`src/rtl/mem_arb_pkg.sv`:
```
// Shared types and defaults for the two-client main-memory arbiter.
package mem_arb_pkg;
  localparam int MEM_ADDR_W = 28;
  localparam int MEM_DATA_W = 128;

  typedef enum logic [1:0] {
    IDLE = 2'd0,
    BUSY = 2'd1,
    DONE = 2'd2
  } state_t;

  localparam logic CLI_I = 1'b0;
  localparam logic CLI_D = 1'b1;
endpackage

```
`src/rtl/arb_rr2.sv`:
```
// Combinational 2-way round-robin picker; a tie goes to the client not served last.
module arb_rr2
  import mem_arb_pkg::*;
(
  input  logic [1:0] req,
  input  logic       last,
  output logic       gnt,
  output logic       vld
);
  always_comb begin
    vld = |req;
    gnt = CLI_I;
    if (req == 2'b11) gnt = ~last;
    else if (req[CLI_D]) gnt = CLI_D;
  end
endmodule

```
`src/rtl/mem_arbiter.sv`:
```
// Serialises icache/dcache block transactions onto one memory port; 3 cycles of overhead
// beyond memory latency, requests are held by clients until their one-cycle ready pulse.
module mem_arbiter
  import mem_arb_pkg::*;
#(
  parameter int ADDR_W = MEM_ADDR_W,
  parameter int DATA_W = MEM_DATA_W
) (
  input  logic              clk,
  input  logic              proc_reset,
  input  logic              i_read,
  input  logic [ADDR_W-1:0] i_addr,
  output logic              i_ready,
  input  logic              d_read,
  input  logic              d_write,
  input  logic [ADDR_W-1:0] d_addr,
  input  logic [DATA_W-1:0] d_wdata,
  output logic              d_ready,
  output logic [DATA_W-1:0] c_rdata,
  output logic              mem_read,
  output logic              mem_write,
  output logic [ADDR_W-1:0] mem_addr,
  output logic [DATA_W-1:0] mem_wdata,
  input  logic              mem_ready,
  input  logic [DATA_W-1:0] mem_rdata
);
  state_t state;
  logic   last_grant;
  logic   grant;
  logic   pick_gnt;
  logic   pick_vld;

  arb_rr2 u_rr (
    .req  ({d_read | d_write, i_read}),
    .last (last_grant),
    .gnt  (pick_gnt),
    .vld  (pick_vld)
  );

  always_ff @(posedge clk or negedge proc_reset) begin
    if (!proc_reset) begin
      state      <= IDLE;
      last_grant <= CLI_I;
      grant      <= CLI_I;
      mem_read   <= 1'b0;
      mem_write  <= 1'b0;
      mem_addr   <= '0;
      mem_wdata  <= '0;
      i_ready    <= 1'b0;
      d_ready    <= 1'b0;
      c_rdata    <= '0;
    end else begin
      i_ready <= 1'b0;
      d_ready <= 1'b0;
      case (state)
        IDLE: begin
          if (pick_vld) begin
            grant <= pick_gnt;
            state <= BUSY;
            // A combined dcache read+write issues the write-back; the read stays pending.
            if (pick_gnt == CLI_D) begin
              mem_write <= d_write;
              mem_read  <= ~d_write;
              mem_addr  <= d_addr;
              mem_wdata <= d_wdata;
            end else begin
              mem_read <= 1'b1;
              mem_addr <= i_addr;
            end
          end
        end
        BUSY: begin
          if (mem_ready) begin
            mem_read   <= 1'b0;
            mem_write  <= 1'b0;
            if (mem_read) c_rdata <= mem_rdata;
            i_ready    <= (grant == CLI_I);
            d_ready    <= (grant == CLI_D);
            last_grant <= grant;
            state      <= DONE;
          end
        end
        // Dead cycle: the served client is still dropping its request.
        DONE:    state <= IDLE;
        default: state <= IDLE;
      endcase
    end
  end
endmodule

```
`config.mk`:
```
export PLATFORM = sky130hd
export DESIGN_NAME = mem_arbiter
export DESIGN_NICKNAME = d
export VERILOG_FILES = /design/src/rtl/mem_arb_pkg.sv /design/src/rtl/arb_rr2.sv /design/src/rtl/mem_arbiter.sv
export SDC_FILE = /design/constraint.sdc
export NUM_CORES = 1
export LEC_CHECK = 0
export CAP_MARGIN = 20
export CORE_AREA = 2 2 238 240
export CTS_CLUSTER_SIZE = 25
export DETAILED_ROUTE_END_ITERATION = 6
export DIE_AREA = 0 0 240 242
export PLACE_DENSITY = 0.51
export SYNTH_ARGS = -nofsm -noshare
export SYNTH_HDL_FRONTEND = slang
export SYNTH_SLANG_ARGS = --single-unit
```
`constraint.sdc`:
```
create_clock -name clk -period 4.9 [get_ports clk]
set_input_delay 0.98 -clock clk [delete_from_list [all_inputs] [get_ports clk]]
set_output_delay 0.98 -clock clk [all_outputs]
set_load 0.1 [all_outputs]
```
==> summary.md, run 1 <==
| Metric | Value |
|---|---|
| Number of global-route vias before repair | 8746 |
| Relative slew slack | 0.270 |
| DR pass1 iterations | 4 |
| Worst slack on hold paths | 0.431 ns |
| Met2 wire length | 19700 microns |
| DIE HEIGHT | 242 microns |
| Final antenna diode count | 0 |
| Startpoint of the worst-slack reg-to-reg timing path | state[1] |
| Number of rows in the core area | 87 |
| Fraction of final layout cells with drive strength greater than 1 | 0.292 |
| Crit path max-delay cell type | clkdlybuf4s50_1 |
| Uppermost layer routed | met4 |
| Number of clock sinks seen by CTS | 292 |
| Top-area cell type share of the netlist area | 0.627 |
| Total length of routed wires | 37900 microns |
| R2R cell count | 5 |
| Post-synthesis sequential area ratio | 0.627 |
| Final Skew | 0.0156 ns |
| Worst Min Path Start | grant |
| Number of H-tree branching levels | 2 |
| Slew at the pin closest to its max-slew limit | 1.09 ns |
| Vias per cell | 3.84 |
| Post-Syn Instances | 659 |
| R2R Setup Slk | 2.63 ns |
| Total DRC errors in the routed layout | 0 |
| Pins Over Slew Limit | 0 |
| Number of storage elements in the synthesis netlist | 292 |
| First-pass GRT wire length | 56000 microns |
| Worst min-delay path category | flop to flop |
| Area of the mapped netlist | 0.0117 sq mm |
| Routability-driven placement congestion ratio | 0.772 |
| Final setup TNS | 0 ns |
| Number of top-level pins | 606 |
| HPWL Detailed | 28300 microns |
| Unrepaired setup endpoints after global routing | no |
| CP bufs+invs | 1 |
| Cell types with the largest area share after synthesis | dfrtp_1, mux2_2, mux2_4, buf_6, buf_2 |
| Biggest area consumer among synthesized cells | dfrtp_1 |
| Net count after synthesis | 977 |
| Clock Root Buffer | clkbuf_16 |
| Post-synth top flop | dfrtp_1 |
| Endpoint of the worst-slack reg-to-reg timing path | c_rdata[122] |
| Number of warnings reported in the yosys synthesis log | 0 |
| Critical Path Start Type | flop |
| Total vias in the final route | 7904 |
| Mean instance size in the synthesized netlist | 17.7 sq um |
| First-iteration detailed-routing DRC count | 180 |
| Pin count of the biggest net entering global routing | 108 |
| Critical Path End Type | output pin |
| Count of hold-fix buffers inserted at cts | 0 |
| Number of buffers added for setup after CTS | 0 |
| Share of the cycle needed by the critical path after routing | 0.633 |
| Number of buffers inserted during clock tree synthesis | 37 |
| Die boundary width | 240 microns |
| Number of buffers inserted by port buffering | 605 |
| Post-synth ARST share | 1.00 |
| Die footprint | 0.0581 sq mm |
| Post-cts repair resize count | 0 |
| Initial core utilization | 0.209 |
| Placed instance count | 1995 |
| Type of the worst setup path | flop to output pin |
| Max-cap check violation count | 0 |
| Hold Path Depth | 1 |
| Minimum period implied by the final worst setup slack | 3.10 ns |
| Delay contributed by the slowest stage of the critical path | 1.19 ns |
| CTS tree | built |
| Clock buffer depth | 3 |
| Most frequently used cell type in the post-synthesis netlist | dfrtp_1 |
| Result of the run | finished clean |
| Fill count | 5444 |
| Non-filler instance count after layout | 2059 |
| Kind of cell adding the most delay to the critical path | buffers and inverters |
| Wire length on met1 | 13800 microns |
| Final hold violation count | 0 |
| Top achievable clock speed | 322 MHz |
| Aggregate global-route resource usage | 0.128 |
| Required time of the critical path | 3.92 ns |
| Final setup violating endpoints | 0 |
| Arrival time at the worst endpoint | 2.12 ns |
| Cell Chain, Critical Path | clkdlybuf4s50_1 |
| Number of distinct library cells after synthesis | 24 |
| Top cell types by occurrence after synthesis | dfrtp_1, mux2_2, mux2_4 |
| Antenna Violating Nets Remaining | 0 |
| Number of synthesized flops with an enable pin | 0 |
| Wire length on met3 | 3310 microns |
| Minimum setup slack in the final design | 1.80 ns |
| Initial antenna violation count | 0 |
| Terminating pin of the worst hold path | i_ready |
| Total core area | 0.0557 sq mm |
| Skew-Pair Late Insertion Delay | 0.53 ns |
| Worst setup slack before clock tree synthesis | 1.60 ns |
| Number of nets in the layout | 1596 |
| Grt ovf | 0 |
| Drt wl/cell | 18.4 microns |
| Area Growth Syn to Fin | 69.0% |
| CP max FO | 2 |
| Clock Pin Slew Worst Setup and Hold Paths | 0.06 ns |
-- area by class of cell --
cell class / count / area, sq um / area share
Clock inverter: 13 / 198 / 0.0100
Clock buffer: 51 / 1010 / 0.0512
Inverter: 2 / 7.51 / 0.000381
Timing Repair Buffer: 614 / 6200 / 0.315
Tap cell: 756 / 946 / 0.0480
Sequential cell: 292 / 7310 / 0.371
Multi-Input combinational cell: 331 / 4030 / 0.205
-- through the flow --
stage / util / area, sq um
floorplan: - / 11700
global placement: 0.332 / 18500
detailed placement: 0.332 / 18500
CTS: 0.354 / 19700
global route: 0.354 / 19700
finish: 0.354 / 19700
-- how the worst max path moves through the flow --
stage | start | endpoint | cells past startpoint
after floorplan | d_write | mem_addr[18] | 5
after global placement | i_read | mem_wdata[36] | 5
after detailed placement | i_read | mem_wdata[34] | 5
after CTS | mem_wdata[118] | mem_wdata[118] | 1
after global routing | mem_wdata[118] | mem_wdata[118] | 1
final | mem_wdata[118] | mem_wdata[118] | 1
-- metal layers --
metal  GRT usage  vias up
met2       0.229      336
met3      0.0471       59
li1            -     3582
met5           0        -
met4      0.0429        0
met1       0.137     3927
-- registers in the layout, indices dropped and copies added, names as in the netlist --
name and count:
c_rdata 128, mem_addr 28, grant 1, i_ready 1
last_grant 1, d_ready 1, mem_wdata 128, mem_read 1
state 2, mem_write 1
-- cell families after synthesis --
group | after synthesis | synth area share
compound gates | 5 | 0.00311
buf+inv | 36 | 0.0288
flops | 292 | 0.627
mux | 313 | 0.334
simple gates | 13 | 0.00676
-- worst register-to-register path: stages (launching register included) --
cell,delay (ns)
dfrtp_1,0.42
nand3b_1,0.26
inv_2,0.08
nand2_4,0.49
buf_4,0.50
mux2_2,0.40
-- layout by cell type (no fill, tap or decap), types with 5 or more instances in the layout --
cell,count
clkbuf_1,11
clkinv_2,6
dfrtp_1,292
clkbuf_16,37
buf_12,6
bufinv_16,5
clkdlybuf4s50_1,604
mux2_2,211
mux2_4,100
Power of run 1 is left out: the tool's default activity adds up to more than one toggle a clock period on the data nets, which glitch-free logic cannot reach.
==> run 2: changes to the inputs <==
--- a/config.mk
+++ b/config.mk
@@ -6,11 +6,11 @@
 export NUM_CORES = 1
 export LEC_CHECK = 0
 export CAP_MARGIN = 20
-export CORE_AREA = 2 2 238 240
+export CORE_AREA = 2 2 233 235
 export CTS_CLUSTER_SIZE = 25
 export DETAILED_ROUTE_END_ITERATION = 6
-export DIE_AREA = 0 0 240 242
-export PLACE_DENSITY = 0.51
+export DIE_AREA = 0 0 235 237
+export PLACE_DENSITY = 0.53
 export SYNTH_ARGS = -nofsm -noshare
 export SYNTH_HDL_FRONTEND = slang
 export SYNTH_SLANG_ARGS = --single-unit
==> constraint.sdc (replaced) <==
create_clock -name clk -period 3.2 [get_ports clk]
set_input_delay 0.64 -clock clk [delete_from_list [all_inputs] [get_ports clk]]
set_output_delay 0.64 -clock clk [all_outputs]
set_load 0.1 [all_outputs]
==> run 2 against run 1 <==
  * Non-clock buffer count increased by 14
  * Final cell count decreased by 2.0%
  * Global-route usage about the same
  * Hold slack got worse by 0.30 ns
  * Final area decreased by 3.0%
  * Die area decreased by 4.1%
  * Largest cell class unchanged
==> summary.md, run 2 (synthesis gave the netlist of run 1 again) <==
| Metric | Value |
|---|---|
| CP max FO | 36 (was 2) |
| Number of buffers added for setup after CTS | 0 (unchanged) |
| Total DRC errors in the routed layout | 0 (unchanged) |
| Number of buffers inserted during clock tree synthesis | 37 (unchanged) |
| Final setup violating endpoints | 0 (unchanged) |
| HPWL Detailed | 28200 microns (was 28300 microns) |
| Pin count of the biggest net entering global routing | 82 (was 108) |
| First-iteration detailed-routing DRC count | 212 (was 180) |
| Number of nets in the layout | 1610 (was 1596) |
| Final Skew | 0.00775 ns (was 0.0156 ns) |
| Placement-stage cell area | 0.0178 sq mm (was 0.0185 sq mm) |
| Number of clock sinks seen by CTS | 292 (unchanged) |
| Skew-Pair Late Insertion Delay | 0.52 ns (was 0.53 ns) |
| Pins Over Slew Limit | 0 (unchanged) |
| Required time of the critical path | 3.61 ns (was 3.92 ns) |
| Worst setup slack before clock tree synthesis | 0.421 ns (was 1.60 ns) |
| Most frequent standard cell in the layout excluding fill and tap cells | clkdlybuf4s50_1 (unchanged) |
| Final antenna diode count | 0 (unchanged) |
| CTS tree | built (unchanged) |
| Vias per cell | 3.94 (was 3.84) |
| Die footprint | 0.0557 sq mm (was 0.0581 sq mm) |
| Initial core utilization | 0.219 (was 0.209) |
| Clock buffer depth | 3 (unchanged) |
| Share of the cycle needed by the critical path after routing | 0.699 |
| Minimum setup slack in the final design | 0.964 ns (was 1.80 ns) |
| Minimum period implied by the final worst setup slack | 2.24 ns |
| Critical Path Start Type | primary input (was flop) |
| Worst min-delay path category | primary input to async pin (was flop to flop) |
| Slew at the pin closest to its max-slew limit | 0.712 ns (was 1.09 ns) |
| Clock Root Buffer | clkbuf_16 (unchanged) |
| Drt wl/cell | 18.2 microns (was 18.4 microns) |
| Final hold violation count | 0 (unchanged) |
| Result of the run | finished clean (unchanged) |
| Area Growth Syn to Fin | 64.0% (was 69.0%) |
| Final setup TNS | 0 ns (unchanged) |
| Die boundary width | 235 microns (was 240 microns) |
| Number of global-route vias before repair | 8739 (was 8746) |
| Unrepaired setup endpoints after global routing | no (unchanged) |
| Total core area | 0.0533 sq mm (was 0.0557 sq mm) |
| Clock Pin Slew Worst Setup and Hold Paths | 0.06 ns (about the same) |
| Aggregate global-route resource usage | 0.128 (about the same) |
| Count of hold-fix buffers inserted at cts | 0 (unchanged) |
| Antenna Violating Nets Remaining | 0 (unchanged) |
| Relative slew slack | 0.525 (was 0.270) |
| Max-cap check violation count | 0 (unchanged) |
| Grt ovf | 0 (unchanged) |
| Worst slack on hold paths | 0.129 ns (was 0.431 ns) |
| Total length of routed wires | 36700 microns (was 37900 microns) |
| Post-cts repair resize count | 0 (unchanged) |
| DR pass1 iterations | 4 (unchanged) |
| Initial antenna violation count | 0 (unchanged) |
| Non-Filler Cell Area, Final | 0.0191 sq mm (was 0.0197 sq mm) |
| Arrival time at the worst endpoint | 2.65 ns (was 2.12 ns) |
| Number of rows in the core area | 85 (was 87) |
| Top achievable clock speed | 447 MHz |
| Fraction of final layout cells with drive strength greater than 1 | 0.521 (was 0.292) |
| Commonest cells after routing, fill and taps aside | clkdlybuf4s50_1, buf_4, dfrtp_1 (was clkdlybuf4s50_1, dfrtp_1, mux2_2) |
| First-pass GRT wire length | 55100 microns (was 56000 microns) |
| Critical Path End Type | flop (was output pin) |
| Number of H-tree branching levels | 2 (unchanged) |
| DIE HEIGHT | 237 microns (was 242 microns) |
| Number of buffers inserted by port buffering | 605 (unchanged) |
| Routability-driven placement congestion ratio | 0.791 (was 0.772) |
| Largest registers ranked by flip-flop count | c_rdata (128), mem_wdata (128), mem_addr (28) (unchanged) |
| Number of top-level pins | 606 (unchanged) |
| Type of the worst setup path | primary input to flop (was flop to output pin) |
| Total vias in the final route | 7954 (was 7904) |
## run 2: area by class of cell
cell class,count,area (sq um)
tap,696,871
clock inverter,13,175
fill,5182,34200
clock buffer,55,1100
timing repair buffer,628,5630
sequential,292,7310
inverter,2,7.51
multi-input combinational,331,4030
## run 2: path summary, 6_finish.rpt
path	from	end	slack, ns	cells after the start
worst max-delay path	i_read	mem_wdata[122]	0.96	5
worst min-delay path	proc_reset	mem_wdata[65]	0.13	1
worst max register to register	last_grant	mem_wdata[122]	1.20	4
worst min register to register	grant	i_ready	0.46	1
max in group asynchronous	proc_reset	c_rdata[72]	2.28	2
min in group clk	grant	i_ready	0.46	1
## run 2: layer usage
metal | global-route usage | part of all wire
met2 | 0.225 | 0.52
met1 | 0.145 | 0.38
met5 | 0 | 0
met4 | 0.0407 | 0.024
met3 | 0.0443 | 0.078
## run 2: worst max-delay path, stage by stage
cell             delay [ns]
clkdlybuf4s50_1        0.53
o2bb2ai_2              0.14
or3_4                  0.60
buf_12                 0.32
mux2_2                 0.36
## run 2: stage by stage
stage | instances | utilization
2_1_floorplan | 659 | -
3_3_place_gp | 1949 | 0.335
3_5_place_dp | 1949 | 0.335
4_1_cts | 2017 | 0.359
5_1_grt | 2017 | 0.359
6_report | 2017 | 0.359
Power of run 2 is left out for the same reason.
==> run 3: changes to the inputs <==
==> constraint.sdc (replaced) <==
create_clock -name clk -period 2.1 [get_ports clk]
set_input_delay 0.42 -clock clk [delete_from_list [all_inputs] [get_ports clk]]
set_output_delay 0.42 -clock clk [all_outputs]
set_load 0.1 [all_outputs]
==> run 3 against run 2 <==
  * Register-to-register slack got worse by 0.85 ns
  * Worst setup slack got worse by 0.61 ns
  * Global-route usage increased by 0.11 points
  * Clock skew increased by 0.0022 ns
  * Count of clock-buffer cells in the layout increased by 3
  * Largest cell class unchanged
==> summary.md, run 3 (synthesis gave the netlist of run 1 again) <==
| Metric | Value |
|---|---|
| GR Layer Usage met3 | 0.0406 (was 0.0443) |
| DR pass1 iterations | 4 (unchanged) |
| Clock buffer depth | 3 (unchanged) |
| Met2 usage | 0.225 (unchanged) |
| Initial antenna violation count | 1 (was 0) |
| Delay contributed by the slowest stage of the critical path | 0.46 ns (was 0.60 ns) |
| Die footprint | 0.0557 sq mm (unchanged) |
| Final hold violation count | 0 (unchanged) |
| Max-cap check violation count | 0 (unchanged) |
| Worst min-delay path category | primary input to async pin (unchanged) |
| Cell Chain, Critical Path | o2bb2ai_2, or3_4, buf_12, mux2_1 (was clkdlybuf4s50_1, o2bb2ai_2, or3_4, buf_12, mux2_2) |
| Non-filler instance count after layout | 2035 (was 2017) |
| Type of the worst setup path | flop to flop (was primary input to flop) |
| HPWL Detailed | 28500 microns (was 28200 microns) |
| Critical Path Start Type | flop (was primary input) |
| Worst slack on hold paths | 0.386 ns (was 0.129 ns) |
| Arrival time at the worst endpoint | 2.16 ns (was 2.65 ns) |
| Aggregate global-route resource usage | 0.129 (was 0.128) |
| CP max FO | 17 (was 36) |
| Critical Path End Type | flop (unchanged) |
| DIE HEIGHT | 237 microns (unchanged) |
| Pins Over Slew Limit | 0 (unchanged) |
| Largest registers ranked by flip-flop count | c_rdata (128), mem_wdata (128), mem_addr (28) (unchanged) |
| Minimum period implied by the final worst setup slack | 1.75 ns |
| Total length of routed wires | 37000 microns (was 36700 microns) |
| Relative slew slack | 0.719 (was 0.525) |
| Busiest grt layer | met2 (unchanged) |
| Vias per cell | 3.89 (was 3.94) |
| Grt ovf | 0 (unchanged) |
| Total core area | 0.0533 sq mm (unchanged) |
| Worst setup slack before clock tree synthesis | -0.163 ns (was 0.421 ns) |
| Number of buffers added for setup after CTS | 0 (unchanged) |
| Slew at the pin closest to its max-slew limit | 0.421 ns (was 0.712 ns) |
| Number of rows in the core area | 85 (unchanged) |
| Area Growth Syn to Fin | 65.3% (was 64.0%) |
| Initial core utilization | 0.219 (unchanged) |
| Pin count of the biggest net entering global routing | 69 (was 82) |
| CTS tree | built (unchanged) |
| R2R cell count | 4 (unchanged) |
| Total vias in the final route | 7922 (was 7954) |
| Kind of cell adding the most delay to the critical path | simple AND/OR/NAND/NOR gates (was buffers and inverters) |
| Drt wl/cell | 18.2 microns (about the same) |
| Share of the cycle needed by the critical path after routing | 0.832 |
| Final setup violating endpoints | 0 (unchanged) |
| Placed instance count | 1965 (was 1949) |
| Clock Pin Slew Worst Setup and Hold Paths | 0.06 ns (about the same) |
| Result of the run | finished clean (unchanged) |
| Number of buffers inserted by port buffering | 605 (unchanged) |
| Number of clock sinks seen by CTS | 292 (unchanged) |
| Fraction of final layout cells with drive strength greater than 1 | 0.526 (was 0.521) |
| Skew-Pair Late Insertion Delay | 0.54 ns (was 0.52 ns) |
| Crit path depth | 4 (was 5) |
| Fill count | 5173 (was 5182) |
| Clock Root Buffer | clkbuf_16 (unchanged) |
| Final setup TNS | 0 ns (unchanged) |
| Number of global-route vias before repair | 8720 (was 8739) |
| Most frequent standard cell in the layout excluding fill and tap cells | clkdlybuf4s50_1 (unchanged) |
| First-iteration detailed-routing DRC count | 165 (was 212) |
| Total DRC errors in the routed layout | 0 (unchanged) |
| Crit path max-delay cell type | or3_4 (unchanged) |
| Met1 global-route usage | 0.149 (was 0.145) |
| Number of H-tree branching levels | 2 (unchanged) |
| Number of nets in the layout | 1627 (was 1610) |
| Die boundary width | 235 microns (unchanged) |
| Routability-driven placement congestion ratio | 0.775 (was 0.791) |
| Required time of the critical path | 2.51 ns (was 3.61 ns) |
| Number of top-level pins | 606 (unchanged) |
| Number of buffers inserted during clock tree synthesis | 37 (unchanged) |
| Minimum setup slack in the final design | 0.352 ns (was 0.964 ns) |
| Final Skew | 0.00997 ns (was 0.00775 ns) |
| Top achievable clock speed | 572 MHz |
| Commonest cells after routing, fill and taps aside | clkdlybuf4s50_1, buf_4, dfrtp_1 (unchanged) |
| Antenna Violating Nets Remaining | 0 (unchanged) |
| CP bufs+invs | 1 (was 2) |
| First-pass GRT wire length | 55500 microns (was 55100 microns) |
| Unrepaired setup endpoints after global routing | no (unchanged) |
[run 3: cell type report]
cell class                      count  area [sq um]  share of cell area
Sequential cell                   292          7310               0.379
Tap cell                          696           871              0.0452
Antenna cell                        1          2.50            0.000130
Clock buffer                       58          1140              0.0590
Clock inverter                     10           106             0.00552
Inverter                            2          7.51            0.000390
Multi-Input combinational cell    331          4030               0.209
Timing Repair Buffer              645          5810               0.301
[run 3: final timing paths]
kind | from | end | slack, ns
max in group asynchronous | proc_reset | mem_wdata[109] | 0.96
worst min register to register | grant | i_ready | 0.47
worst max register to register | last_grant | mem_wdata[121] | 0.35
worst min-delay path | proc_reset | mem_wdata[69] | 0.39
worst max-delay path | last_grant | mem_wdata[121] | 0.35
min in group clk | grant | i_ready | 0.47
[run 3: timing repair]
action	4_1_cts	5_1_grt
endpoints found under the setup margin	0	0
gates resized for setup	0	0
hold endpoints to repair	25	0
hold buffers	1	0
[run 3: metrics by stage]
| stage | utilization | instance area, sq um |
|---|---|---|
| after global routing | 0.362 | 19300 |
| after floorplan | - | 11700 |
| after global placement | 0.338 | 18000 |
| after CTS | 0.362 | 19300 |
| final | 0.362 | 19300 |
| after detailed placement | 0.338 | 18000 |
[run 3: layer usage]
layer | part of all wire | vias up
li1 | - | 3639
met1 | 0.39 | 3930
met2 | 0.52 | 299
met3 | 0.069 | 54
met4 | 0.024 | 0
met5 | 0 | -
[run 3: worst register-to-register path, stage by stage, from the launching register on]
cell and delay [ns]:
dfrtp_1 0.43, o2bb2ai_2 0.17, or3_4 0.46, buf_12 0.23, mux2_1 0.32
Power of run 3 is left out for the same reason.
